--- src/rtl/multicycle_control_unit.sv ---
// Multicycle control unit for a subset of ARM data-processing instructions.
// Sequences FETCH -> DECODE -> EXECUTE -> WRITEBACK and owns PC, IR, NZCV and the illegal flag.
module multicycle_control_unit #(
    parameter int                    WORD_WIDTH = 32,
    parameter logic [WORD_WIDTH-1:0] RESET_PC   = {WORD_WIDTH{1'b0}}
) (
    input  logic                  clock,
    input  logic                  in_Reset_n,
    output logic                  out_Fetch_req,
    input  logic                  in_Instr_valid,
    input  logic [31:0]           in_Instruction,
    input  logic [3:0]            in_Flags,
    output logic [WORD_WIDTH-1:0] out_Pc,
    output logic [3:0]            out_Rn,
    output logic [3:0]            out_Rm,
    output logic [3:0]            out_Rd,
    output logic [WORD_WIDTH-1:0] out_Imm,
    output logic                  out_Use_imm,
    output logic [3:0]            out_Alu_op,
    output logic                  out_Reg_write,
    output logic [3:0]            out_Flags,
    output logic [1:0]            out_State,
    output logic                  out_Illegal
);

    typedef enum logic [1:0] {
        ST_FETCH     = 2'd0,
        ST_DECODE    = 2'd1,
        ST_EXECUTE   = 2'd2,
        ST_WRITEBACK = 2'd3
    } state_t;

    localparam logic [WORD_WIDTH-1:0] PC_STEP = WORD_WIDTH'(4);

    // ARM condition field evaluated against NZCV = {N, Z, C, V}.
    function automatic logic cond_pass(input logic [3:0] cond, input logic [3:0] nzcv);
        logic n, z, c, v, pass;
        n = nzcv[3];
        z = nzcv[2];
        c = nzcv[1];
        v = nzcv[0];
        case (cond)
            4'b0000: pass = z;
            4'b0001: pass = !z;
            4'b0010: pass = c;
            4'b0011: pass = !c;
            4'b0100: pass = n;
            4'b0101: pass = !n;
            4'b0110: pass = v;
            4'b0111: pass = !v;
            4'b1000: pass = c && !z;
            4'b1001: pass = !c || z;
            4'b1010: pass = (n == v);
            4'b1011: pass = (n != v);
            4'b1100: pass = !z && (n == v);
            4'b1101: pass = z || (n != v);
            4'b1110: pass = 1'b1;
            default: pass = 1'b0;
        endcase
        return pass;
    endfunction

    // Rotated immediate: 8-bit value rotated right by twice the 4-bit rotate field.
    function automatic logic [31:0] rot_imm(input logic [11:0] field);
        logic [63:0] dbl;
        logic [5:0]  sh;
        sh  = {1'b0, field[11:8], 1'b0};
        dbl = {24'd0, field[7:0], 24'd0, field[7:0]} >> sh;
        return dbl[31:0];
    endfunction

    state_t                state_r;
    logic [31:0]           ir_r;
    logic [WORD_WIDTH-1:0] pc_r;
    logic [3:0]            flags_r;
    logic                  illegal_r;
    logic                  reg_write_r;
    logic                  fetch_req_r;

    logic                  cond_ok_s;
    logic                  is_compare_s;
    logic [WORD_WIDTH-1:0] pc_next_s;

    assign cond_ok_s    = cond_pass(ir_r[31:28], flags_r);
    assign is_compare_s = (ir_r[24:23] == 2'b10);
    assign pc_next_s    = pc_r + PC_STEP;

    // Sequencer: state, PC, IR, flags and strobes all update here.
    always_ff @(posedge clock or negedge in_Reset_n) begin
        if (!in_Reset_n) begin
            state_r     <= ST_FETCH;
            ir_r        <= 32'd0;
            pc_r        <= RESET_PC;
            flags_r     <= 4'd0;
            illegal_r   <= 1'b0;
            reg_write_r <= 1'b0;
            fetch_req_r <= 1'b0;
        end else begin
            case (state_r)
                ST_FETCH: begin
                    reg_write_r <= 1'b0;
                    // Valid is only honoured once the request is actually being presented.
                    if (fetch_req_r && in_Instr_valid) begin
                        ir_r        <= in_Instruction;
                        state_r     <= ST_DECODE;
                        fetch_req_r <= 1'b0;
                    end else begin
                        fetch_req_r <= 1'b1;
                    end
                end
                ST_DECODE: begin
                    reg_write_r <= 1'b0;
                    if (!cond_ok_s) begin
                        pc_r        <= pc_next_s;
                        state_r     <= ST_FETCH;
                        fetch_req_r <= 1'b1;
                    end else if (ir_r[27:26] != 2'b00) begin
                        illegal_r   <= 1'b1;
                        pc_r        <= pc_next_s;
                        state_r     <= ST_FETCH;
                        fetch_req_r <= 1'b1;
                    end else begin
                        state_r     <= ST_EXECUTE;
                        fetch_req_r <= 1'b0;
                    end
                end
                ST_EXECUTE: begin
                    state_r     <= ST_WRITEBACK;
                    reg_write_r <= !is_compare_s;
                    fetch_req_r <= 1'b0;
                end
                ST_WRITEBACK: begin
                    reg_write_r <= 1'b0;
                    if (ir_r[20]) begin
                        flags_r <= in_Flags;
                    end else begin
                        flags_r <= flags_r;
                    end
                    pc_r        <= pc_next_s;
                    state_r     <= ST_FETCH;
                    fetch_req_r <= 1'b1;
                end
                default: begin
                    state_r     <= ST_FETCH;
                    reg_write_r <= 1'b0;
                    fetch_req_r <= 1'b0;
                end
            endcase
        end
    end

    assign out_Fetch_req = fetch_req_r;
    assign out_Pc        = pc_r;
    assign out_Rn        = ir_r[19:16];
    assign out_Rm        = ir_r[3:0];
    assign out_Rd        = ir_r[15:12];
    assign out_Imm       = WORD_WIDTH'(rot_imm(ir_r[11:0]));
    assign out_Use_imm   = ir_r[25];
    assign out_Alu_op    = ir_r[24:21];
    assign out_Reg_write = reg_write_r;
    assign out_Flags     = flags_r;
    assign out_State     = state_r;
    assign out_Illegal   = illegal_r;

endmodule

--- config.mk ---
export PLATFORM = sky130hd
export DESIGN_NAME = multicycle_control_unit
export DESIGN_NICKNAME = d
export VERILOG_FILES = /design/src/rtl/multicycle_control_unit.sv
export SDC_FILE = /design/constraint.sdc
export NUM_CORES = 1
export LEC_CHECK = 0
export CORE_UTILIZATION = 30
export CTS_CLUSTER_DIAMETER = 150
export CTS_CLUSTER_SIZE = 20
export DETAILED_ROUTE_END_ITERATION = 10
export GPL_TIMING_DRIVEN = 1
export PLACE_DENSITY = 0.61
export SYNTH_ARGS = -nofsm -noshare
export SYNTH_HDL_FRONTEND = slang
export SYNTH_SLANG_ARGS = --single-unit
--- constraint.sdc ---
create_clock -name clock -period 6.35 [get_ports clock]
set_input_delay 1.27 -clock clock [delete_from_list [all_inputs] [get_ports clock]]
set_output_delay 1.27 -clock clock [all_outputs]
set_load 0.01 [all_outputs]
-- Word-level counts from Yosys, hierarchy flattened
Cells that the tools add are included.
W data, S select, Z words.
- flip-flop bits (word level): 73
- bits of input ports: 39
- output and inout port bits: 90
- logic and storage cells: 63
- add/subtract/negate cells: 1
- equal/unequal tests: 22
- shift-type cells: 1
- mux-type cells: 13
- reduce and logical (&&, ||, !) cells: 19
- operators by type and width (operator ; number):
    $mux W32 ; 2
    $pmux W32 S2 ; 1
    $shr A40 B5 Y32 ; 1
    $add A32 B3 Y32 const B ; 1
    $eq A4 B4 Y1 const B ; 7
    $eq A4 B3 Y1 const B ; 4
    $pmux W1 S15 ; 1
    $eq A4 B2 Y1 const B ; 2
    $pmux W2 S4 ; 1
    $eq A2 B2 Y1 const B ; 3
    $mux W2 ; 3
    $reduce_and A2 Y1 ; 3
    $logic_not A1 Y1 ; 5
    $eq A4 B1 Y1 const B ; 1
    $logic_not A4 Y1 ; 1
    $pmux W1 S4 ; 1
    $reduce_bool A2 Y1 ; 2
    $logic_and A1 B1 Y1 ; 3
    $mux W1 ; 3
    $ne A3 B3 Y1 const B ; 1
    $reduce_and A3 Y1 ; 1
    $reduce_or A3 Y1 ; 1
    $eq A2 B1 Y1 const B ; 1
    $logic_not A2 Y1 ; 1
    5 further kinds ; 6

-- Longest topological paths before layout
Gate-level depths: netlist of run 1.
- depth after elaboration: 5
- mapped depth: 8

-- Least setup slack after synthesis of run 1
OpenSTA, ideal clock, no wires.
- path type: reg-to-output
- start: register ir_r[8]
- end: output port out_Imm[23]
- arrival: 1481 ps
- slack: 3599 ps
- stages on the path, launching flop included: 8
- buffers on the path: 2
- path through: dfrtp_1 > clkbuf_1 > clkbuf_1 > nand2_1 > nor2_1 > a21oi_1 > nand2b_1 > o21ai_0
- longest elaborated chain between the ends: 1
- ends and longest elaborated chain (element ; line ; RTL):
    start: declaration ; 73 ; logic [31:0] ir_r;
    start signal: assignment ; 104 ; ir_r <= in_Instruction;
    $shr A40 B5 Y32 ; 68 ; dbl = {24'd0, field[7:0], 24'd0, field[7:0]} >> sh;
    end: declaration ; 17 ; output logic [WORD_WIDTH-1:0] out_Imm,
No other way between the ends.

-- Final worst setup path of run 1
- start: register ir_r[8]
- end: output port out_Imm[30]
The elaborated chain is that of the path after synthesis.

==> metrics.md, run 1 <==
| Metric | Value |
|---|---|
| Count leader, synth | dfrtp_1 |
| Detailed Routing Iterations Pass 1 | 4 |
| CP max FO | 16 |
| Yosys top cell area share | 44.5% |
| Fraction of registers with async set/reset | 100% |
| Crit-path leading delay family | flip-flops |
| Routing usage on met1 | 18.1% |
| Post-route cell area | 5550 µm² |
| Chip Width | 117 µm |
| Hold Buf Count CTS | 0 |
| Register clock-pin slew on the reported worst setup and hold paths | 60 ps |
| Worst Hold Class | reg2reg |
| Max Slew Vio Count | 0 |
| Clock skew | 6.29 ps |
| Post-layout net count | 526 |
| Routed via count | 3179 |
| Max-cap viol count | 0 |
| Met3 usage | 5.35% |
| Top area cells in the synthesized netlist | dfrtp_1 (44%), mux2_2 (10%), xor2_1 (5.9%) |
| Area Overhead vs Synth | 38.9% |
| Synthesized instance count | 388 |
| FF+latch count, synth | 71 |
| Crit path cell chain | mux2_2 -> a21oi_1 -> nor2_1 -> a31oi_1 -> nor2_1 -> clkdlybuf4s50_1 |
| Vias in the first global route | 3233 |
| WS Path Type | reg2out |
| Cell variety after synth | 45 |
| Die ar. | 13800 µm² |
| Gr ovfl total | 0 |
| Root Driver | clkbuf_16 |
| DRT iter0 DRCs | 144 |
| Worst-margin pin slew | 1040 ps |
| Post-synthesis sequential area ratio | 44.5% |
| TritonCTS clock tree | built |
| Worst ir drop on vdd | 242 µV |
| Cts repair resizes | 0 |
| Synth Flop Type | dfrtp_1 |
| Slowest CP cell | dfrtp_1 |
| IO buf count | 126 |
| Clk sinks | 71 |
| Wire per inst | 14.3 µm |
| Worst Path Buf+Inv | 1 |
| Initial Util | 31.1% |
| Slew HR | 30.5% |
| Aggregate global-route resource usage | 14.5% |
| Layout cells sized above 1 | 15.7% |
| Crit-path most repeated cell | nor2_1 |
| Ys Warns | 0 |
| Final GP Congestion | 0.835 |
| Final hold viol count | 0 |
| Delay of the slowest critical-path stage | 650 ps |
| Via/cell ratio | 4.79 |
| Clk_lat worst skew | 330 ps |
| Num CTS Buffers | 9 |
| RSZ-0062 raised after global routing | false |
| Post-detail-place hpwl | 6700 µm |
| H-tree depth | 3 |
| Mean Syn Cell Area | 10.3 µm² |
| Setup Buffers After CTS | 0 |
| Final setup vio count | 0 |
| Crit. End Element | output port |
| Initial antenna violation count | 0 |
| Die height | 117 µm |
| Synth Cell Area | 3990 µm² |
| Commonest cells post-synth | dfrtp_1 (71), mux2_2 (37), nand2_1 (31), nor2_1 (30), xor2_1 (27) |
| Routed Antenna Nets | 0 |
| Diodes inserted | 0 |
| CORE AREA | 12800 µm² |
| Critical Path AT | 2400 ps |
| Data required, critical path | 5080 ps |
| Final period util | 57.8% |
| Peak Freq | 272 MHz |
| Met2 usage | 23.6% |
| Post-Route WL | 9500 µm |
| FP Rows | 41 |
| Lkg Pwr | 2.27 nW |
| Power per cell area | 472 nW/µm² |
| DRC viols | 0 |
| Final TNS setup | 0 ps |
| Clk buf depth | 2 |
| First-pass GRT wire length | 16100 µm |
| Status | finished, final reports clean |
| Dpl cell area | 5260 µm² |
| Largest net degree at the start of global routing | 72 |
| Cell taking the most area after synthesis | dfrtp_1 |
| Top-level I/O count | 129 |
| CP startpoint kind | flip-flop |
| Global routing's busiest layer | met2 |
| EDFF count, synth | 0 |
| Minimum clock period | 3670 ps |
[layout by cell type, fill, tap and decap left out, drive strengths merged, types with 7 or more instances in the layout]
cell type	count
dfrtp	71
clkbuf	12
a21oi	16
clkdlybuf4s50	125
xor2	27
nand2	31
a211oi	7
nand3	19
mux2	37
nor2	30
a2111oi	14
inv	12
o21ai	15
[metrics by stage]
stage               hold slack (ps)  std cells  power (mW)  util (%)  worst slack (ps)
floorplan                       446        389        1.66         -              3600
finish                          470        663        2.62      43.2              2680
detailed placement              464        647        2.16      41.0              3050
global placement                464        647        2.14      41.0              3080
CTS                             476        663        2.65      43.2              2670
global route                    491        663        2.80      43.2              2490
[layer usage]
metal	vias up	share of wire (%)
li1	1539	-
met1	1526	46
met2	108	47
met3	6	6.2
met4	0	0.92
met5	-	0
[sequential cells by signal, summed over array words and instances (netlist names), named ones only]
| register | cells |
|---|---|
| ir_r | 32 |
| out_Pc | 30 |
| out_Flags | 4 |
| out_Fetch_req | 1 |
| out_Illegal | 1 |
| out_Reg_write | 1 |
| out_State | 1 |
[logic make-up after synthesis]
kind of cell	share of synthesized area [%]
adder cells (fa/ha/maj)	0.313
other	0.0939
flip-flops	44.5
XOR/XNOR	6.80
buffers and inverters	7.49
AND/OR/NAND/NOR	14.6
multiplexers	11.9
AO/OA/AOI/OAI	14.3
[cell type report]
class | count | area (µm²)
Multi-Input combinational cell | 263 | 1940
Tap cell | 172 | 215
Inverter | 12 | 45.0
Sequential cell | 71 | 1780
Clock inverter | 4 | 30.0
Clock buffer | 12 | 256
Timing Repair Buffer | 129 | 1280
Fill cell | 1241 | 7280
[power by group]
part	internal, mW	switching, mW	leakage (nW)	total [mW]
sequential	0.602	0.227	0.895	0.829
clock	0.286	0.191	0.139	0.477
combinational	0.685	0.626	1.24	1.31
[path summary, 6_finish.rpt]
kind / endpoint / from / slack (ps) / cells after the start
max: out_Imm[30] / ir_r[8] / 2680 / 6
min: out_Pc[31] / out_Pc[31] / 470 / 1
max reg2reg: out_Pc[3] / ir_r[31] / 3730 / 7
min reg2reg: out_Pc[31] / out_Pc[31] / 470 / 1
max in group asynchronous: ir_r[0] / in_Reset_n / 4710 / 1
min in group asynchronous: out_Pc[6] / in_Reset_n / 1060 / 1
[worst reg2reg max path: cells and delay by family (launching register included)]
family | cells | cell delay [ps]
mux | 2 | 720
flops | 1 | 490
buf+inv | 1 | 290
compound gates | 3 | 770
simple gates | 1 | 240
Power figures use the tool's default switching activity.
==> run 2: changes to the inputs <==
==> constraint.sdc (replaced) <==
create_clock -name clock -period 3.7 [get_ports clock]
set_input_delay 0.74 -clock clock [delete_from_list [all_inputs] [get_ports clock]]
set_output_delay 0.74 -clock clock [all_outputs]
set_load 0.01 [all_outputs]
==> metrics.md, run 2 (synthesis results as in run 1) <==
| Metric | Value |
|---|---|
| Metal2 WL | 4410 µm |
| Clk sinks | 71 |
| Vias in the first global route | 3231 |
| WL met1 | 4420 µm |
| RSZ-0062 raised after global routing | false |
| FP Rows | 41 |
| DRT iter0 DRCs | 157 |
| Power per cell area | 826 nW/µm² |
| Final TNS setup | 0 ps |
| Num CTS Buffers | 9 |
| Via/cell ratio | 4.81 |
| Die ar. | 13800 µm² |
| Worst Path Buf+Inv | 1 |
| Data required, critical path | 2960 ps |
| Top-level I/O count | 129 |
| Max-cap viol count | 0 |
| Post-detail-place hpwl | 6740 µm |
| TritonCTS clock tree | built |
| Cts repair resizes | 0 |
| Routed Antenna Nets | 0 |
| Die height | 117 µm |
| Worst Hold Class | reg2reg |
| Critical Path AT | 2390 ps |
| Gr ovfl total | 0 |
| Wire per inst | 14.4 µm |
| Dpl cell area | 5260 µm² |
| Register clock-pin slew on the reported worst setup and hold paths | 60 ps |
| Final period util | 84.6% |
| Largest net degree at the start of global routing | 72 |
| Slowest CP cell | dfrtp_1 |
| Aggregate global-route resource usage | 14.7% |
| WS Path Type | reg2out |
| Worst-margin pin slew | 1040 ps |
| Minimum clock period | 3130 ps |
| CORE AREA | 12800 µm² |
| CP max FO | 16 |
| Crit path cell chain | mux2_2 -> a21oi_1 -> nor2_1 -> a31oi_1 -> nor2_1 -> clkdlybuf4s50_1 |
| Clk buf depth | 2 |
| Layout cells sized above 1 | 15.9% |
| Worst ir drop on vdd | 395 µV |
| Crit-path leading delay family | flip-flops |
| First-pass GRT wire length | 16500 µm |
| Lkg Pwr | 2.29 nW |
| Initial Util | 31.1% |
| CP startpoint kind | flip-flop |
| Most common cell after layout, fill and taps aside | clkdlybuf4s50_1 |
| Crit-path most repeated cell | nor2_1 |
| H-tree depth | 3 |
| Hold Buf Count CTS | 0 |
| Initial antenna violation count | 0 |
| Slew HR | 30.5% |
| IO buf count | 126 |
| Post-route cell area | 5580 µm² |
| Max Slew Vio Count | 0 |
| Clk_lat worst skew | 330 ps |
| Max reg flops | 32 |
| Setup Buffers After CTS | 0 |
| Power Total | 4.61 mW |
| Reg with most FFs | ir_r |
| Diodes inserted | 0 |
| Routed via count | 3192 |
| Clock skew | 6.67 ps |
| Delay of the slowest critical-path stage | 650 ps |
| Crit. End Element | output port |
| DRC viols | 0 |
| Chip Width | 117 µm |
| Area Overhead vs Synth | 39.8% |
| Final GP Congestion | 0.833 |
| Highest routed layer | met4 |
| Final hold viol count | 0 |
| Most frequent cells in the layout | clkdlybuf4s50_1 (125), dfrtp_1 (71), mux2_2 (37), nand2_1 (31), nor2_1 (29) |
| Peak Freq | 319 MHz |
| Status | finished, final reports clean |
| Root Driver | clkbuf_16 |
| Final setup vio count | 0 |
| Hold_ws | 466 ps |
| Post-Route WL | 9530 µm |
| Post-layout net count | 526 |
| Finished Core Util | 43.5% |
| Met3 routed WL | 533 µm |
| Detailed Routing Iterations Pass 1 | 4 |
run 2: cell count changes in the layout (fill, tap and decap cells not counted):
cell / before / now
bufinv_16: 0 / 2
clkinv_2: 1 / 3
clkbuf_1: 1 / 0
clkbuf_8: 2 / 1
clkinv_4: 2 / 1
clkinvlp_4: 1 / 0
run 2: area by class of cell:
type	count	area (µm²)
Fill cell	1218	7240
Multi-Input combinational cell	263	1940
Sequential cell	71	1780
Timing Repair Buffer	129	1280
Clock buffer	10	239
Tap cell	172	215
Clock inverter	6	83.8
Inverter	12	45.0
run 2: final timing paths:
| kind | startpoint | to | slack, ps | depth (start not counted) |
|---|---|---|---|---|
| hold / removal | out_Pc[31] | out_Pc[31] | 470 | 1 |
| min in group asynchronous | in_Reset_n | out_Pc[7] | 540 | 1 |
| hold reg to reg | out_Pc[31] | out_Pc[31] | 470 | 1 |
| setup reg to reg | ir_r[31] | out_Pc[31] | 1260 | 7 |
| max in group asynchronous | in_Reset_n | ir_r[4] | 2560 | 1 |
| setup / recovery | ir_r[8] | out_Imm[14] | 570 | 6 |
run 2: power by group:
group          leakage (nW)  internal [mW]  switching, mW
sequential            0.895           1.03          0.383
clock                 0.162          0.605          0.326
combinational          1.24           1.18           1.09
total                  2.29           2.81           1.80
run 2: worst register-to-register path, cell delays in order, from the launching register on:
cell,delay [ps]
dfrtp_1,490
and3b_1,240
a22oi_1,180
mux2i_1,320
a41oi_4,170
buf_4,300
a2111oi_2,480
xor2_1,180
run 2: per-stage QoR:
step | cells | setup slack [ps]
floorplan | 389 | 1480
global placement | 647 | 961
detailed placement | 647 | 932
CTS | 663 | 564
global route | 663 | 325
finish | 663 | 570
run 2: per-layer routing:
layer  global-route usage [%]  up-vias
met5                        0        -
met4                     6.49        0
met1                     19.5     1522
met3                     3.89       13
met2                     22.4      111
li1                         -     1546
